<file path="src/rtl/sram_arb_pkg.sv">
// Shared types and helpers for the two-requester async SRAM arbiter.
// Sizes the byte-cycle timing counter and picks the next enabled CPU byte lane.
package sram_arb_pkg;

  typedef logic [2:0] state_t;
  localparam state_t ST_IDLE     = 3'd0;
  localparam state_t ST_RD       = 3'd1;
  localparam state_t ST_WR_SETUP = 3'd2;
  localparam state_t ST_WR_PULSE = 3'd3;
  localparam state_t ST_WR_HOLD  = 3'd4;

  typedef enum logic {OWN_VID, OWN_CPU} owner_t;

  typedef logic [1:0] lane_t;

  localparam int RD_WAIT_DEF  = 1;
  localparam int WR_PULSE_DEF = 1;

  function automatic int cnt_width(input int rd_wait, input int wr_pulse);
    int m;
    m = (rd_wait > wr_pulse) ? rd_wait : wr_pulse;
    return (m < 1) ? 1 : $clog2(m + 1);
  endfunction

  localparam int CNT_W = cnt_width(RD_WAIT_DEF, WR_PULSE_DEF);

  // Lowest set bit wins, so lanes are visited in ascending order.
  function automatic lane_t first_lane(input logic [3:0] m);
    lane_t l;
    l = 2'd0;
    for (int i = 3; i >= 0; i--) begin
      if (m[i]) l = lane_t'(i);
    end
    return l;
  endfunction

endpackage

</file>
<file path="src/rtl/sram_arbiter_if.sv">
// Requester buses (video, MCU) and SRAM pad signals of the arbiter.
// slave = arbiter side, master = requesters plus board/pad side.
interface sram_arbiter_if #(parameter int ADDR_W = 17);

  logic              vid_req;
  logic [ADDR_W-1:0] vid_addr;
  logic              vid_ack;
  logic [7:0]        vid_rdata;

  logic              cpu_req;
  logic              cpu_write;
  logic [ADDR_W-1:0] cpu_addr;
  logic [3:0]        cpu_ble;
  logic [31:0]       cpu_wdata;
  logic              cpu_ready;
  logic [31:0]       cpu_rdata;

  logic [ADDR_W-1:0] sram_a;
  logic              sram_n_cs1;
  logic              sram_cs2;
  logic              sram_n_oe;
  logic              sram_n_we;
  logic [7:0]        sram_dq_o;
  logic              sram_dq_oe;
  logic [7:0]        sram_dq_i;

  modport slave (
    input  vid_req, vid_addr,
    output vid_ack, vid_rdata,
    input  cpu_req, cpu_write, cpu_addr, cpu_ble, cpu_wdata,
    output cpu_ready, cpu_rdata,
    output sram_a, sram_n_cs1, sram_cs2, sram_n_oe, sram_n_we, sram_dq_o, sram_dq_oe,
    input  sram_dq_i
  );

  modport master (
    output vid_req, vid_addr,
    input  vid_ack, vid_rdata,
    output cpu_req, cpu_write, cpu_addr, cpu_ble, cpu_wdata,
    input  cpu_ready, cpu_rdata,
    input  sram_a, sram_n_cs1, sram_cs2, sram_n_oe, sram_n_we, sram_dq_o, sram_dq_oe,
    output sram_dq_i
  );

endinterface

</file>
<file path="src/rtl/sram_byte_cycle.sv">
// One SRAM byte access per start: read = RD_WAIT+1 cycles, write = WR_PULSE+2 cycles.
// All pad controls come straight from flops; start is only honoured while idle.
module sram_byte_cycle
  import sram_arb_pkg::*;
#(
  parameter int ADDR_W   = 17,
  parameter int RD_WAIT  = 1,
  parameter int WR_PULSE = 1
) (
  input  logic              clk,
  input  logic              rst,
  input  logic              start,
  input  logic              wr,
  input  logic [ADDR_W-1:0] addr,
  input  logic [7:0]        wdata,
  output logic              idle,
  output logic              done,
  output logic [7:0]        rdata,
  output logic [ADDR_W-1:0] sram_a,
  output logic              sram_n_cs1,
  output logic              sram_cs2,
  output logic              sram_n_oe,
  output logic              sram_n_we,
  output logic [7:0]        sram_dq_o,
  output logic              sram_dq_oe,
  input  logic [7:0]        sram_dq_i
);

  localparam int CW = cnt_width(RD_WAIT, WR_PULSE);

  state_t            state_q, state_d;
  logic [CW-1:0]     cnt_q, cnt_d;
  logic [ADDR_W-1:0] a_q, a_d;
  logic [7:0]        dq_q, dq_d;
  logic              n_cs1_q, n_cs1_d;
  logic              cs2_q, cs2_d;
  logic              n_oe_q, n_oe_d;
  logic              n_we_q, n_we_d;
  logic              dq_oe_q, dq_oe_d;
  logic              sel;

  // Outputs are the registered image of the state being entered.
  always_comb begin
    state_d = state_q;
    cnt_d   = cnt_q;
    a_d     = a_q;
    dq_d    = dq_q;
    sel     = 1'b1;
    n_oe_d  = 1'b1;
    n_we_d  = 1'b1;
    dq_oe_d = 1'b0;
    done    = 1'b0;
    case (state_q)
      ST_IDLE: begin
        sel = 1'b0;
        if (start) begin
          sel = 1'b1;
          a_d = addr;
          if (wr) begin
            dq_d    = wdata;
            dq_oe_d = 1'b1;
            state_d = ST_WR_SETUP;
          end else begin
            n_oe_d  = 1'b0;
            cnt_d   = CW'(RD_WAIT);
            state_d = ST_RD;
          end
        end
      end
      ST_RD: begin
        if (cnt_q == '0) begin
          done    = 1'b1;
          sel     = 1'b0;
          state_d = ST_IDLE;
        end else begin
          cnt_d  = cnt_q - CW'(1);
          n_oe_d = 1'b0;
        end
      end
      ST_WR_SETUP: begin
        dq_oe_d = 1'b1;
        n_we_d  = 1'b0;
        cnt_d   = CW'(WR_PULSE - 1);
        state_d = ST_WR_PULSE;
      end
      ST_WR_PULSE: begin
        dq_oe_d = 1'b1;
        if (cnt_q == '0) begin
          state_d = ST_WR_HOLD;
        end else begin
          cnt_d  = cnt_q - CW'(1);
          n_we_d = 1'b0;
        end
      end
      ST_WR_HOLD: begin
        done    = 1'b1;
        sel     = 1'b0;
        state_d = ST_IDLE;
      end
      default: begin
        sel     = 1'b0;
        state_d = ST_IDLE;
      end
    endcase
    n_cs1_d = ~sel;
    cs2_d   = sel;
  end

  always_ff @(posedge clk) begin
    if (rst) begin
      state_q <= ST_IDLE;
      cnt_q   <= '0;
      a_q     <= '0;
      dq_q    <= '0;
      n_cs1_q <= 1'b1;
      cs2_q   <= 1'b0;
      n_oe_q  <= 1'b1;
      n_we_q  <= 1'b1;
      dq_oe_q <= 1'b0;
    end else begin
      state_q <= state_d;
      cnt_q   <= cnt_d;
      a_q     <= a_d;
      dq_q    <= dq_d;
      n_cs1_q <= n_cs1_d;
      cs2_q   <= cs2_d;
      n_oe_q  <= n_oe_d;
      n_we_q  <= n_we_d;
      dq_oe_q <= dq_oe_d;
    end
  end

  assign idle       = (state_q == ST_IDLE);
  assign rdata      = sram_dq_i;
  assign sram_a     = a_q;
  assign sram_n_cs1 = n_cs1_q;
  assign sram_cs2   = cs2_q;
  assign sram_n_oe  = n_oe_q;
  assign sram_n_we  = n_we_q;
  assign sram_dq_o  = dq_q;
  assign sram_dq_oe = dq_oe_q;

endmodule

</file>
<file path="src/rtl/sram_arbiter.sv">
// Shares one 8-bit async SRAM between video byte reads and MCU word accesses split into byte cycles.
// Video ack RD_WAIT+2 cycles after grant; requests are held until ack/ready, strict alternation under contention.
module sram_arbiter
  import sram_arb_pkg::*;
#(
  parameter int ADDR_W   = 17,
  parameter int RD_WAIT  = 1,
  parameter int WR_PULSE = 1
) (
  input  logic            clk,
  input  logic            rst,
  sram_arbiter_if.slave   bus
);

  logic              bc_start, bc_wr, bc_idle, bc_done;
  logic [ADDR_W-1:0] bc_addr, cpu_word;
  logic [7:0]        bc_wdata, bc_rdata;
  logic [3:0]        pending;
  lane_t             nxt_lane;
  logic              vid_elig, cpu_elig, grant_vid, grant_cpu;

  owner_t            owner_q, owner_d;
  logic [3:0]        mask_q, mask_d;
  lane_t             lane_q, lane_d;
  logic              vid_ack_q, vid_ack_d;
  logic [7:0]        vid_rdata_q, vid_rdata_d;
  logic              cpu_ready_q, cpu_ready_d;
  logic [31:0]       cpu_rdata_q, cpu_rdata_d;

  // A requester whose ack/ready is high this cycle is not eligible again until next cycle.
  always_comb begin
    vid_elig  = bus.vid_req && !vid_ack_q;
    cpu_elig  = bus.cpu_req && !cpu_ready_q;
    grant_cpu = bc_idle && cpu_elig && ((owner_q == OWN_VID) || !vid_elig);
    grant_vid = bc_idle && vid_elig && !grant_cpu;

    pending   = bus.cpu_ble & ~mask_q;
    nxt_lane  = first_lane(pending);

    cpu_word       = bus.cpu_addr;
    cpu_word[1:0]  = nxt_lane;

    bc_start = grant_vid || (grant_cpu && (pending != 4'd0));
    bc_wr    = grant_cpu && bus.cpu_write;
    bc_addr  = grant_cpu ? cpu_word : bus.vid_addr;
    bc_wdata = 8'(bus.cpu_wdata >> {nxt_lane, 3'b000});
  end

  always_comb begin
    owner_d     = owner_q;
    mask_d      = mask_q;
    lane_d      = lane_q;
    vid_ack_d   = 1'b0;
    vid_rdata_d = vid_rdata_q;
    cpu_ready_d = 1'b0;
    cpu_rdata_d = cpu_rdata_q;

    if (bc_done) begin
      if (owner_q == OWN_VID) begin
        vid_ack_d   = 1'b1;
        vid_rdata_d = bc_rdata;
      end else begin
        if (!bus.cpu_write) begin
          for (int i = 0; i < 4; i++) begin
            if (lane_q == lane_t'(i)) cpu_rdata_d[8*i +: 8] = bc_rdata;
          end
        end
        mask_d = mask_q | (4'b0001 << lane_q);
        if ((bus.cpu_ble & ~mask_d) == 4'd0) begin
          cpu_ready_d = 1'b1;
          mask_d      = 4'd0;
        end
      end
    end

    if (grant_vid) owner_d = OWN_VID;

    // An empty mask marks the first lane of a word, so disabled lanes read back as zero.
    if (grant_cpu) begin
      owner_d = OWN_CPU;
      lane_d  = nxt_lane;
      if (mask_q == 4'd0) cpu_rdata_d = 32'd0;
      if (pending == 4'd0) cpu_ready_d = 1'b1;
    end
  end

  always_ff @(posedge clk) begin
    if (rst) begin
      owner_q     <= OWN_CPU;
      mask_q      <= 4'd0;
      lane_q      <= 2'd0;
      vid_ack_q   <= 1'b0;
      vid_rdata_q <= 8'd0;
      cpu_ready_q <= 1'b0;
      cpu_rdata_q <= 32'd0;
    end else begin
      owner_q     <= owner_d;
      mask_q      <= mask_d;
      lane_q      <= lane_d;
      vid_ack_q   <= vid_ack_d;
      vid_rdata_q <= vid_rdata_d;
      cpu_ready_q <= cpu_ready_d;
      cpu_rdata_q <= cpu_rdata_d;
    end
  end

  assign bus.vid_ack   = vid_ack_q;
  assign bus.vid_rdata = vid_rdata_q;
  assign bus.cpu_ready = cpu_ready_q;
  assign bus.cpu_rdata = cpu_rdata_q;

  sram_byte_cycle #(
    .ADDR_W   (ADDR_W),
    .RD_WAIT  (RD_WAIT),
    .WR_PULSE (WR_PULSE)
  ) u_cycle (
    .clk        (clk),
    .rst        (rst),
    .start      (bc_start),
    .wr         (bc_wr),
    .addr       (bc_addr),
    .wdata      (bc_wdata),
    .idle       (bc_idle),
    .done       (bc_done),
    .rdata      (bc_rdata),
    .sram_a     (bus.sram_a),
    .sram_n_cs1 (bus.sram_n_cs1),
    .sram_cs2   (bus.sram_cs2),
    .sram_n_oe  (bus.sram_n_oe),
    .sram_n_we  (bus.sram_n_we),
    .sram_dq_o  (bus.sram_dq_o),
    .sram_dq_oe (bus.sram_dq_oe),
    .sram_dq_i  (bus.sram_dq_i)
  );

endmodule

</file>
<file path="src/flat_wrapper.sv">
// flat-port wrapper written by rule: the top's interface ports become plain ports
module sram_arbiter_flat import sram_arb_pkg::*;
#(
  parameter int ADDR_W   = 17,
  parameter int RD_WAIT  = 1,
  parameter int WR_PULSE = 1
)
  (clk, rst, bus_vid_req, bus_vid_addr, bus_vid_ack, bus_vid_rdata, bus_cpu_req, bus_cpu_write, bus_cpu_addr, bus_cpu_ble, bus_cpu_wdata, bus_cpu_ready, bus_cpu_rdata, bus_sram_a, bus_sram_n_cs1, bus_sram_cs2, bus_sram_n_oe, bus_sram_n_we, bus_sram_dq_o, bus_sram_dq_oe, bus_sram_dq_i);
  sram_arbiter_if #(.ADDR_W(ADDR_W)) bus_i ();
  input  logic clk;
  input  logic rst;
  input wire logic [$bits(bus_i.vid_req)-1:0] bus_vid_req;
  input wire logic [$bits(bus_i.vid_addr)-1:0] bus_vid_addr;
  output wire logic [$bits(bus_i.vid_ack)-1:0] bus_vid_ack;
  output wire logic [$bits(bus_i.vid_rdata)-1:0] bus_vid_rdata;
  input wire logic [$bits(bus_i.cpu_req)-1:0] bus_cpu_req;
  input wire logic [$bits(bus_i.cpu_write)-1:0] bus_cpu_write;
  input wire logic [$bits(bus_i.cpu_addr)-1:0] bus_cpu_addr;
  input wire logic [$bits(bus_i.cpu_ble)-1:0] bus_cpu_ble;
  input wire logic [$bits(bus_i.cpu_wdata)-1:0] bus_cpu_wdata;
  output wire logic [$bits(bus_i.cpu_ready)-1:0] bus_cpu_ready;
  output wire logic [$bits(bus_i.cpu_rdata)-1:0] bus_cpu_rdata;
  output wire logic [$bits(bus_i.sram_a)-1:0] bus_sram_a;
  output wire logic [$bits(bus_i.sram_n_cs1)-1:0] bus_sram_n_cs1;
  output wire logic [$bits(bus_i.sram_cs2)-1:0] bus_sram_cs2;
  output wire logic [$bits(bus_i.sram_n_oe)-1:0] bus_sram_n_oe;
  output wire logic [$bits(bus_i.sram_n_we)-1:0] bus_sram_n_we;
  output wire logic [$bits(bus_i.sram_dq_o)-1:0] bus_sram_dq_o;
  output wire logic [$bits(bus_i.sram_dq_oe)-1:0] bus_sram_dq_oe;
  input wire logic [$bits(bus_i.sram_dq_i)-1:0] bus_sram_dq_i;
  assign bus_i.vid_req = bus_vid_req;
  assign bus_i.vid_addr = bus_vid_addr;
  assign bus_vid_ack = bus_i.vid_ack;
  assign bus_vid_rdata = bus_i.vid_rdata;
  assign bus_i.cpu_req = bus_cpu_req;
  assign bus_i.cpu_write = bus_cpu_write;
  assign bus_i.cpu_addr = bus_cpu_addr;
  assign bus_i.cpu_ble = bus_cpu_ble;
  assign bus_i.cpu_wdata = bus_cpu_wdata;
  assign bus_cpu_ready = bus_i.cpu_ready;
  assign bus_cpu_rdata = bus_i.cpu_rdata;
  assign bus_sram_a = bus_i.sram_a;
  assign bus_sram_n_cs1 = bus_i.sram_n_cs1;
  assign bus_sram_cs2 = bus_i.sram_cs2;
  assign bus_sram_n_oe = bus_i.sram_n_oe;
  assign bus_sram_n_we = bus_i.sram_n_we;
  assign bus_sram_dq_o = bus_i.sram_dq_o;
  assign bus_sram_dq_oe = bus_i.sram_dq_oe;
  assign bus_i.sram_dq_i = bus_sram_dq_i;
  sram_arbiter #(.ADDR_W(ADDR_W), .RD_WAIT(RD_WAIT), .WR_PULSE(WR_PULSE)) u_core (.clk(clk), .rst(rst), .bus(bus_i));
endmodule
</file>
<file path="config.mk">
export PLATFORM = sky130hd
export DESIGN_NAME = sram_arbiter_flat
export DESIGN_NICKNAME = d
export VERILOG_FILES = /design/src/rtl/sram_arb_pkg.sv /design/src/rtl/sram_arbiter_if.sv /design/src/rtl/sram_byte_cycle.sv /design/src/rtl/sram_arbiter.sv /design/src/flat_wrapper.sv
export SDC_FILE = /design/constraint.sdc
export NUM_CORES = 1
export LEC_CHECK = 0
export BUFFER_PORTS_ARGS = -buffer_cell sky130_fd_sc_hd__buf_4
export CORE_MARGIN = 5
export CORE_UTILIZATION = 30
export DETAILED_ROUTE_END_ITERATION = 8
export PLACE_DENSITY = 0.63
export REMOVE_ABC_BUFFERS = 1
export SYNTH_ARGS = -nofsm -noshare
export SYNTH_HDL_FRONTEND = slang
export SYNTH_SLANG_ARGS = --single-unit
</file>
<file path="constraint.sdc">
create_clock -name clk -period 2.1 [get_ports clk]
set_input_delay 0.21 -clock clk [delete_from_list [all_inputs] [get_ports clk]]
set_output_delay 0.21 -clock clk [all_outputs]
set_load 0.02 [all_outputs]
</file>
==> results_dict.tcl, run 1 <==
set metrics [dict create \
    run_status "completed" \
    cts_root_buffer "clkbuf_16" \
    cp_max_fo 32 \
    ant_nets 0 \
    leakage_nw 2.218 \
    layout_commonest_cell "buf_4" \
    antenna_found_initial 0 \
    numClockSinks 83 \
    synthXorXnorAreaFrac_pct 0 \
    postSynthCellCount 396 \
    grt_pass1_wl_microns 17900 \
    synth.area.mux_share_pct 11.15 \
    clock_latency_ns 0.34 \
    track_usage_pct 15.61 \
    ff2ff_setup_slack_ns 0.15 \
    start_util_pct 30.28 \
    ys_seq_area_share_pct 46.26 \
    ctsHoldBuffers 0 \
    hold_viol_final 0 \
    required_ns 2.33 \
    synth_edf_count 0 \
    vias 3476 \
    rsz0062_at_grt "false" \
    drive_gt1_share_pct 35.50 \
    hold_ws_ns 0.1493 \
    power_density_nw_per_um2 814.6 \
    wl_per_cell_microns 16.17 \
    post-route-drc-count 0 \
    hp-class "in2reg" \
    worst_setup_path_end_kind "register" \
    final_nets 634 \
    postLayoutCoreUtil_pct 44.35 \
    cts_tree "built" \
    io_buffers 152 \
    die-height_microns 119.4 \
    post_cts_resized 0 \
    postCtsSetupBuffers 0 \
    min_period_over_period_pct 93.04 \
    yosys_register_bits 83 \
    via_per_inst 4.952 \
    cts_inserted_buffers 9 \
    fill_cells 1152 \
    slew_headroom_pct 40.81 \
    place.gp.congestion 0.8078 \
    area_delta_synth_final_pct 46.43 \
    dr.pass1.iters 4 \
    clk_pin_slew_ns 0.06 \
    grt-ovfl-total 0 \
    synth.avg_cell_area_sq_um 9.071 \
    cap_violations 0 \
    async_reset_ff_share_pct 0 \
    grt_max_degree 50 \
    die_w_microns 119.4 \
    synthFlopType "dfxtp_1" \
    synth_top_family_by_area "simple AND/OR/NAND/NOR gates" \
    path_class "reg2reg" \
    coreArea_sq_um 11860 \
    synthSimpleGateAreaFrac_pct 23.13 \
    tns_ns 0 \
    drv_slew 0 \
    placementRows 40 \
    diodes 0 \
    vdd_drop_max_v 0.0004246 \
    worst_ep_arrival_time_ns 2.18 \
    grt_pass1_vias 3523 \
    h-tree-depth 3 \
    fmax_ghz 0.5118 \
    yosys_warnings 0 \
    period_needed_ns 1.954 \
    drt_iter0_markers 142 \
    wl_microns 11350 \
    synth_area_sq_um 3592 \
    p_total_mw 4.285 \
    cp-start-kind "register" \
    io_pins 155 \
    synth_cell_types 45 \
    synth_fa_ha_area_share_pct 0 \
    setup_viol 0 \
    die_area_sq_um 14260 \
    synth_compound_area_share_pct 15.95 \
    finClkSkew_ns 0.005148 \
    mostFrequentLayoutCells "buf_4, dfxtp_1, nor2_1, nand2_1, mux2i_1" \
    worst_slew_pin_slew_ns 0.8811 \
    cts.path.max_buffers 2 \
    hpwlAfterDp_microns 8222 \
]
cells by family after synthesis:
logic type             count (synthesis)
DFF                                   83
muxes                                 40
and+or+nand+nor                      175
AOI/OAI and AO/OA                     70
buffers and inverters                 28
final timing paths:
| check | cells past startpoint | endpoint | from |
|---|---|---|---|
| min | 3 | u_core.u_cycle.sram_a[7] | bus_cpu_addr[7] |
| min reg2reg | 1 | u_core.mask_q[3] | u_core.mask_q[3] |
| max reg2reg | 6 | u_core.u_cycle.sram_a[6] | u_core.u_cycle.state_q[0] |
| max | 6 | u_core.u_cycle.sram_a[6] | u_core.u_cycle.state_q[0] |
registers in the layout, indices dropped and copies added, names as in the netlist, 2 cells and up:
signal	cells
u_core.u_cycle.sram_dq_o	8
u_core.bus.cpu_rdata	32
u_core.u_cycle.sram_a	17
u_core.bus.vid_rdata	8
u_core.u_cycle.state_q	3
u_core.mask_q	4
u_core.lane_q	2
report_power, final:
group          total (mW)  internal, mW  switching (mW)
sequential           1.77          1.68          0.0818
clock                1.58         0.978           0.602
combinational       0.939         0.425           0.513
stage by stage:
step           cell area (sq um)  cells  setup WS [ns]
6_report                    5260    702         0.1462
3_5_place_dp                4959    687         0.1742
4_1_cts                     5254    702         0.1501
5_1_grt                     5260    702        0.04967
2_1_floorplan               3473    370         0.1306
3_3_place_gp                4959    687         0.2351
metal layers:
layer	routed length, microns	global-route usage, %
met5	0	0
met2	5076	24.94
met3	1480	8.072
met1	4646	18.38
met4	147	4.366
cell usage after synthesis (3+ instances only):
library cell | instances | area [sq um]
nor3_4 | 3 | 48.80
dfxtp_1 | 83 | 1662
a21oi_1 | 6 | 30.03
nor3_1 | 13 | 65.06
a21o_1 | 3 | 22.52
nor2b_1 | 4 | 25.02
a22oi_1 | 9 | 67.56
nand3_1 | 4 | 20.02
nor2_1 | 78 | 292.8
o21ai_0 | 5 | 25.02
o21a_1 | 3 | 22.52
mux2i_1 | 40 | 400.4
nand2_1 | 49 | 183.9
buf_4 | 3 | 22.52
buf_2 | 8 | 40.04
a22o_1 | 7 | 61.31
a211oi_1 | 3 | 22.52
clkbuf_1 | 13 | 48.80
a311oi_1 | 23 | 201.4
nand2b_1 | 10 | 62.56
critical path, stage by stage (launching register included):
cell,delay (ns)
dfxtp_1,0.42
or3_1,0.47
a21o_1,0.23
a21oi_4,0.17
buf_12,0.20
nor2_1,0.06
a311oi_1,0.28
final cells by class:
class | count | area [sq um] | share of cell area, %
repair buffers | 170 | 1301 | 24.74
inverters | 2 | 7.507 | 0.1427
clock inverters | 2 | 35.03 | 0.6660
flip-flops and latches | 83 | 1662 | 31.59
clock buffers | 13 | 260.3 | 4.948
multi-input cells | 285 | 1810 | 34.42
well taps | 147 | 183.9 | 3.497
No activity file was read; power rests on OpenSTA's default activity.
==> run 2, diff against run 1 <==
--- a/config.mk
+++ b/config.mk
@@ -9,6 +9,7 @@
 export CORE_MARGIN = 5
 export CORE_UTILIZATION = 30
 export DETAILED_ROUTE_END_ITERATION = 8
+export GPL_TIMING_DRIVEN = 0
 export PLACE_DENSITY = 0.63
 export REMOVE_ABC_BUFFERS = 1
 export SYNTH_ARGS = -nofsm -noshare
==> results_dict.tcl, run 2 (same netlist as run 1, synthesis figures left out) <==
set metrics [dict create \
    run_status "completed" \
    slew_headroom_pct 40.35 \
    io_buffers 152 \
    wl_microns 11490 \
    clk_pin_slew_ns 0.06 \
    cts_tree "built" \
    finClkSkew_ns 0.004544 \
    power_density_nw_per_um2 821.4 \
    period_needed_ns 1.967 \
    coreArea_sq_um 11860 \
    die-height_microns 119.4 \
    h-tree-depth 3 \
    diodes 0 \
    ant_nets 0 \
    cts.path.max_buffers 2 \
    rsz0062_at_grt "false" \
    largest_reg_flops 32 \
    antenna_found_initial 0 \
    hold_viol_final 0 \
    leakage_nw 2.211 \
    grt_max_degree 50 \
    io_pins 155 \
    placementRows 40 \
    slowest_delay_ns 0.47 \
    worst_slew_pin_slew_ns 0.8880 \
    cts_root_buffer "clkbuf_16" \
    fmax_ghz 0.5084 \
    via_per_inst 5.031 \
    mostFrequentLayoutCells "buf_4, dfxtp_1, nor2_1, nand2_1, mux2i_1" \
    cts_inserted_buffers 9 \
    hpwlAfterDp_microns 8026 \
    grt_pass1_vias 3462 \
    drt_iter0_markers 152 \
    numClockSinks 83 \
    crit_path_top_delay_cell "or3_4" \
    grt-ovfl-total 0 \
    clock_latency_ns 0.34 \
    cap_violations 0 \
    wl_per_cell_microns 16.44 \
    die_area_sq_um 14260 \
    vdd_drop_max_v 0.0004929 \
    worst_ep_arrival_time_ns 2.21 \
    final_nets 630 \
    vias 3517 \
    setup_viol 0 \
    cp-start-kind "register" \
    required_ns 2.34 \
    worst_setup_path_end_kind "register" \
    dr.pass1.iters 4 \
    hp-class "in2reg" \
    post-route-drc-count 0 \
    tns_ns 0 \
    cp_max_fo 12 \
    die_w_microns 119.4 \
    grt_pass1_wl_microns 17840 \
    track_usage_pct 15.70 \
    layout_commonest_cell "buf_4" \
    area_delta_synth_final_pct 48.07 \
    start_util_pct 30.28 \
    drv_slew 0 \
    fill_cells 1141 \
    place.gp.congestion 0.8077 \
    postLayoutCoreUtil_pct 44.84 \
    drive_gt1_share_pct 36.59 \
    ctsHoldBuffers 0 \
    path_class "reg2reg" \
    min_period_over_period_pct 93.66 \
    path_cells "or3_4 -> a21o_1 -> a21oi_4 -> buf_4 -> nor2_1 -> a311oi_1" \
]
-- run 2: power breakdown --
part | total [mW] | internal (mW) | switching, mW
Combinational | 0.948 | 0.425 | 0.522
Sequential | 1.77 | 1.68 | 0.0866
Clock | 1.65 | 1.03 | 0.619
Total | 4.37 | 3.14 | 1.23
-- run 2: final timing paths --
path	depth (start not counted)	start	to	slack (ns)
hold reg to reg	1	u_core.mask_q[3]	u_core.mask_q[3]	0.49
hold / removal	3	bus_cpu_addr[9]	u_core.u_cycle.sram_a[9]	0.15
setup reg to reg	6	u_core.u_cycle.state_q[2]	u_core.u_cycle.sram_a[12]	0.13
setup / recovery	6	u_core.u_cycle.state_q[2]	u_core.u_cycle.sram_a[12]	0.13
-- run 2: area by class of cell --
class | count | area, sq um | area share, %
Clock buffer | 10 | 229.0 | 4.305
Inverter | 2 | 7.507 | 0.1411
Multi-Input combinational cell | 287 | 1876 | 35.26
Timing Repair Buffer | 164 | 1281 | 24.09
Tap cell | 147 | 183.9 | 3.458
Sequential cell | 83 | 1662 | 31.24
Clock inverter | 6 | 80.08 | 1.506
-- run 2: critical path, delay by kind of cell (launching register included) --
family	cells	cell delay (ns)
AOI/OAI and AO/OA	3	0.69
and+or+nand+nor	2	0.53
DFF	1	0.44
buffers and inverters	1	0.22
-- run 2: per-layer routing --
layer / vias to the layer above / GRT usage (%) / part of all wire (%)
met4: 0 / 6.228 / 2.0
met3: 17 / 7.217 / 12
met5: - / 0 / 0
met1: 1632 / 18.78 / 42
li1: 1707 / - / -
met2: 161 / 24.48 / 44
-- run 2: what timing repair did --
item | CTS | global route
resized for setup | 11 | 4
setup endpoints to repair | 69 | 58
cloned | 1 | 1
pin swaps | 3 | 4
setup buffers | 3 | 9
hold endpoints to repair | 0 | 0
-- run 2: per-stage QoR --
step                power [mW]  cell area (sq um)  cells  worst slack (ns)  hold WS (ns)
global placement         2.667               4798    669           -0.2437        0.4748
detailed placement       2.681               4798    669           -0.3063        0.4782
finish                   4.369               5319    699            0.1330        0.1455
floorplan                2.277               3473    370            0.1306        0.2791
global route             4.581               5319    699          0.007691        0.1439
CTS                      4.395               5204    689          0.004842        0.1274
==> run 3, diff against run 2 <==
--- a/config.mk
+++ b/config.mk
@@ -7,10 +7,10 @@
 export LEC_CHECK = 0
 export BUFFER_PORTS_ARGS = -buffer_cell sky130_fd_sc_hd__buf_4
 export CORE_MARGIN = 5
-export CORE_UTILIZATION = 30
+export CORE_UTILIZATION = 47
 export DETAILED_ROUTE_END_ITERATION = 8
 export GPL_TIMING_DRIVEN = 0
-export PLACE_DENSITY = 0.63
+export PLACE_DENSITY = 0.87
 export REMOVE_ABC_BUFFERS = 1
 export SYNTH_ARGS = -nofsm -noshare
 export SYNTH_HDL_FRONTEND = slang
==> results_dict.tcl, run 3 (same netlist as run 1, synthesis figures left out) <==
set metrics [dict create \
    grt_max_degree 50 \
    r2r_start "u_core.u_cycle.state_q[1]" \
    fill_cells 546 \
    die_area_sq_um 9492 \
    drt_iter0_markers 193 \
    die_w_microns 97.43 \
    regArea_sq_um 1663 \
    vdd_drop_max_v 0.0004088 \
    multi_input_area_sq_um 1867 \
    io_pins 155 \
    setup_viol 0 \
    h-tree-depth 3 \
    hold_viol_final 0 \
    coreArea_sq_um 7331 \
    min_period_over_period_pct 95.87 \
    min_from "bus_sram_dq_i[2]" \
    largest_reg_flops 32 \
    final_nets 626 \
    drv_slew 0 \
    period_needed_ns 2.013 \
    worst_ep_arrival_time_ns 2.27 \
    hold_end "u_core.bus.vid_rdata[2]" \
    antenna_found_initial 0 \
    grt-ovfl-total 0 \
    slowest_delay_ns 0.46 \
    cts.path.max_buffers 2 \
    dr.pass1.iters 4 \
    cp-start-kind "register" \
    required_ns 2.35 \
    cts_inserted_buffers 9 \
    layout_commonest_cell "buf_4" \
    path_cells "or3_1 -> a211oi_4 -> and3b_2 -> nor2_1 -> a311oi_1" \
    path_class "reg2reg" \
    wl_per_cell_microns 16.58 \
    numClockSinks 83 \
    diodes 0 \
    track_usage_pct 21.73 \
    p_total_mw 4.041 \
    finClkSkew_ns 0.008817 \
    cap_violations 0 \
    io_buffers 152 \
    wl_microns 10710 \
    cts_root_buffer "clkbuf_8" \
    start_util_pct 49.00 \
    worst_setup_path_end_kind "register" \
    run_status "completed" \
    hpwlAfterDp_microns 7401 \
    clk_pin_slew_ns 0.08 \
    die-height_microns 97.43 \
    drive_gt1_share_pct 36.01 \
    leakage_nw 2.155 \
    dp.cells 621 \
    ctsHoldBuffers 0 \
    crit_path_top_delay_cell "or3_1" \
    grt_pass1_wl_microns 17110 \
    cp_max_fo 12 \
    power_density_nw_per_um2 784.0 \
    post-route-drc-count 0 \
    fmax_ghz 0.4967 \
    tns_ns 0 \
    cts_tree "built" \
    place.gp.congestion 0.8551 \
    clock_latency_ns 0.34 \
    worst_slew_pin_slew_ns 0.8527 \
    r2r_end "u_core.u_cycle.sram_dq_o[3]" \
    area_delta_synth_final_pct 43.50 \
    grt_pass1_vias 3418 \
    hp-class "in2reg" \
    hold_depth 3 \
    via_per_inst 5.415 \
    hold_ws_ns 0.1329 \
    vias 3498 \
    ant_nets 0 \
    placementRows 31 \
    mostFrequentLayoutCells "buf_4, dfxtp_1, nor2_1, nand2_1, mux2i_1" \
    ff2ff_setup_slack_ns 0.09 \
    reg2regPathDepth 5 \
    slew_headroom_pct 42.71 \
    layoutNonFillerInstCount 646 \
]
run 3: cell count changes in the layout (fill, tap and decap cells not counted), sizes merged:
cell,delta
buf,-4
clkinvlp,+1
bufinv,+1
clkinv,-3
run 3: repair_timing:
item | CTS | global route
cloned | 2 | 0
setup endpoints to repair | 68 | 46
resized for setup | 7 | 7
pin swaps | 4 | 4
setup buffers | 3 | 5
run 3: worst max-delay path: cells and delay by family, from the launching register on:
kind             cells  cell delay (ns)
AO/OA/AOI/OAI        2             0.60
flip-flops           1             0.45
AND/OR/NAND/NOR      3             0.87
run 3: worst max path at each step:
stage                                        to  cells after the start  slack, ns                      start
finish              u_core.u_cycle.sram_dq_o[3]                      5       0.09  u_core.u_cycle.state_q[1]
global route        u_core.u_cycle.sram_dq_o[3]                      5     -0.007  u_core.u_cycle.state_q[1]
CTS                        u_core.u_cycle.cnt_q                      5      -0.03         u_core.bus.vid_ack
detailed placement     u_core.bus.cpu_rdata[28]                      4      -0.27  u_core.u_cycle.state_q[2]
global placement       u_core.bus.cpu_rdata[21]                      4      -0.20  u_core.u_cycle.state_q[2]
floorplan              u_core.u_cycle.sram_a[0]                      5       0.13         u_core.bus.vid_ack
run 3: per-stage QoR:
stage / area, sq um / setup slack [ns] / util, %
3_5_place_dp: 4738 / -0.2723 / 64.64
3_3_place_gp: 4738 / -0.1976 / 64.64
2_1_floorplan: 3473 / 0.1306 / -
4_1_cts: 5079 / -0.03159 / 69.28
6_report: 5155 / 0.08669 / 70.32
5_1_grt: 5155 / -0.007341 / 70.32
run 3: power by group:
part / leakage, nW / internal, mW / switching (mW) / total [mW]
Combinational: 1.37 / 0.419 / 0.521 / 0.940
Sequential: 0.677 / 1.68 / 0.0867 / 1.77
Clock: 0.112 / 0.782 / 0.551 / 1.33
Total: 2.15 / 2.88 / 1.16 / 4.04
run 3: layout make-up:
type / count / area share (%)
Clock inverter: 5 / 1.990
Clock buffer: 10 / 2.476
Tap cell: 99 / 2.403
Inverter: 2 / 0.1456
Sequential cell: 83 / 32.26
Timing Repair Buffer: 160 / 24.51
Multi-Input combinational cell: 287 / 36.21
run 3: routing by layer:
layer	GRT usage (%)	vias to the layer above	routed length [microns]
met5	0	-	0
met3	8.040	13	1090
met1	27.37	1609	4549
li1	-	1701	-
met2	35.21	175	4951
met4	5.538	0	120
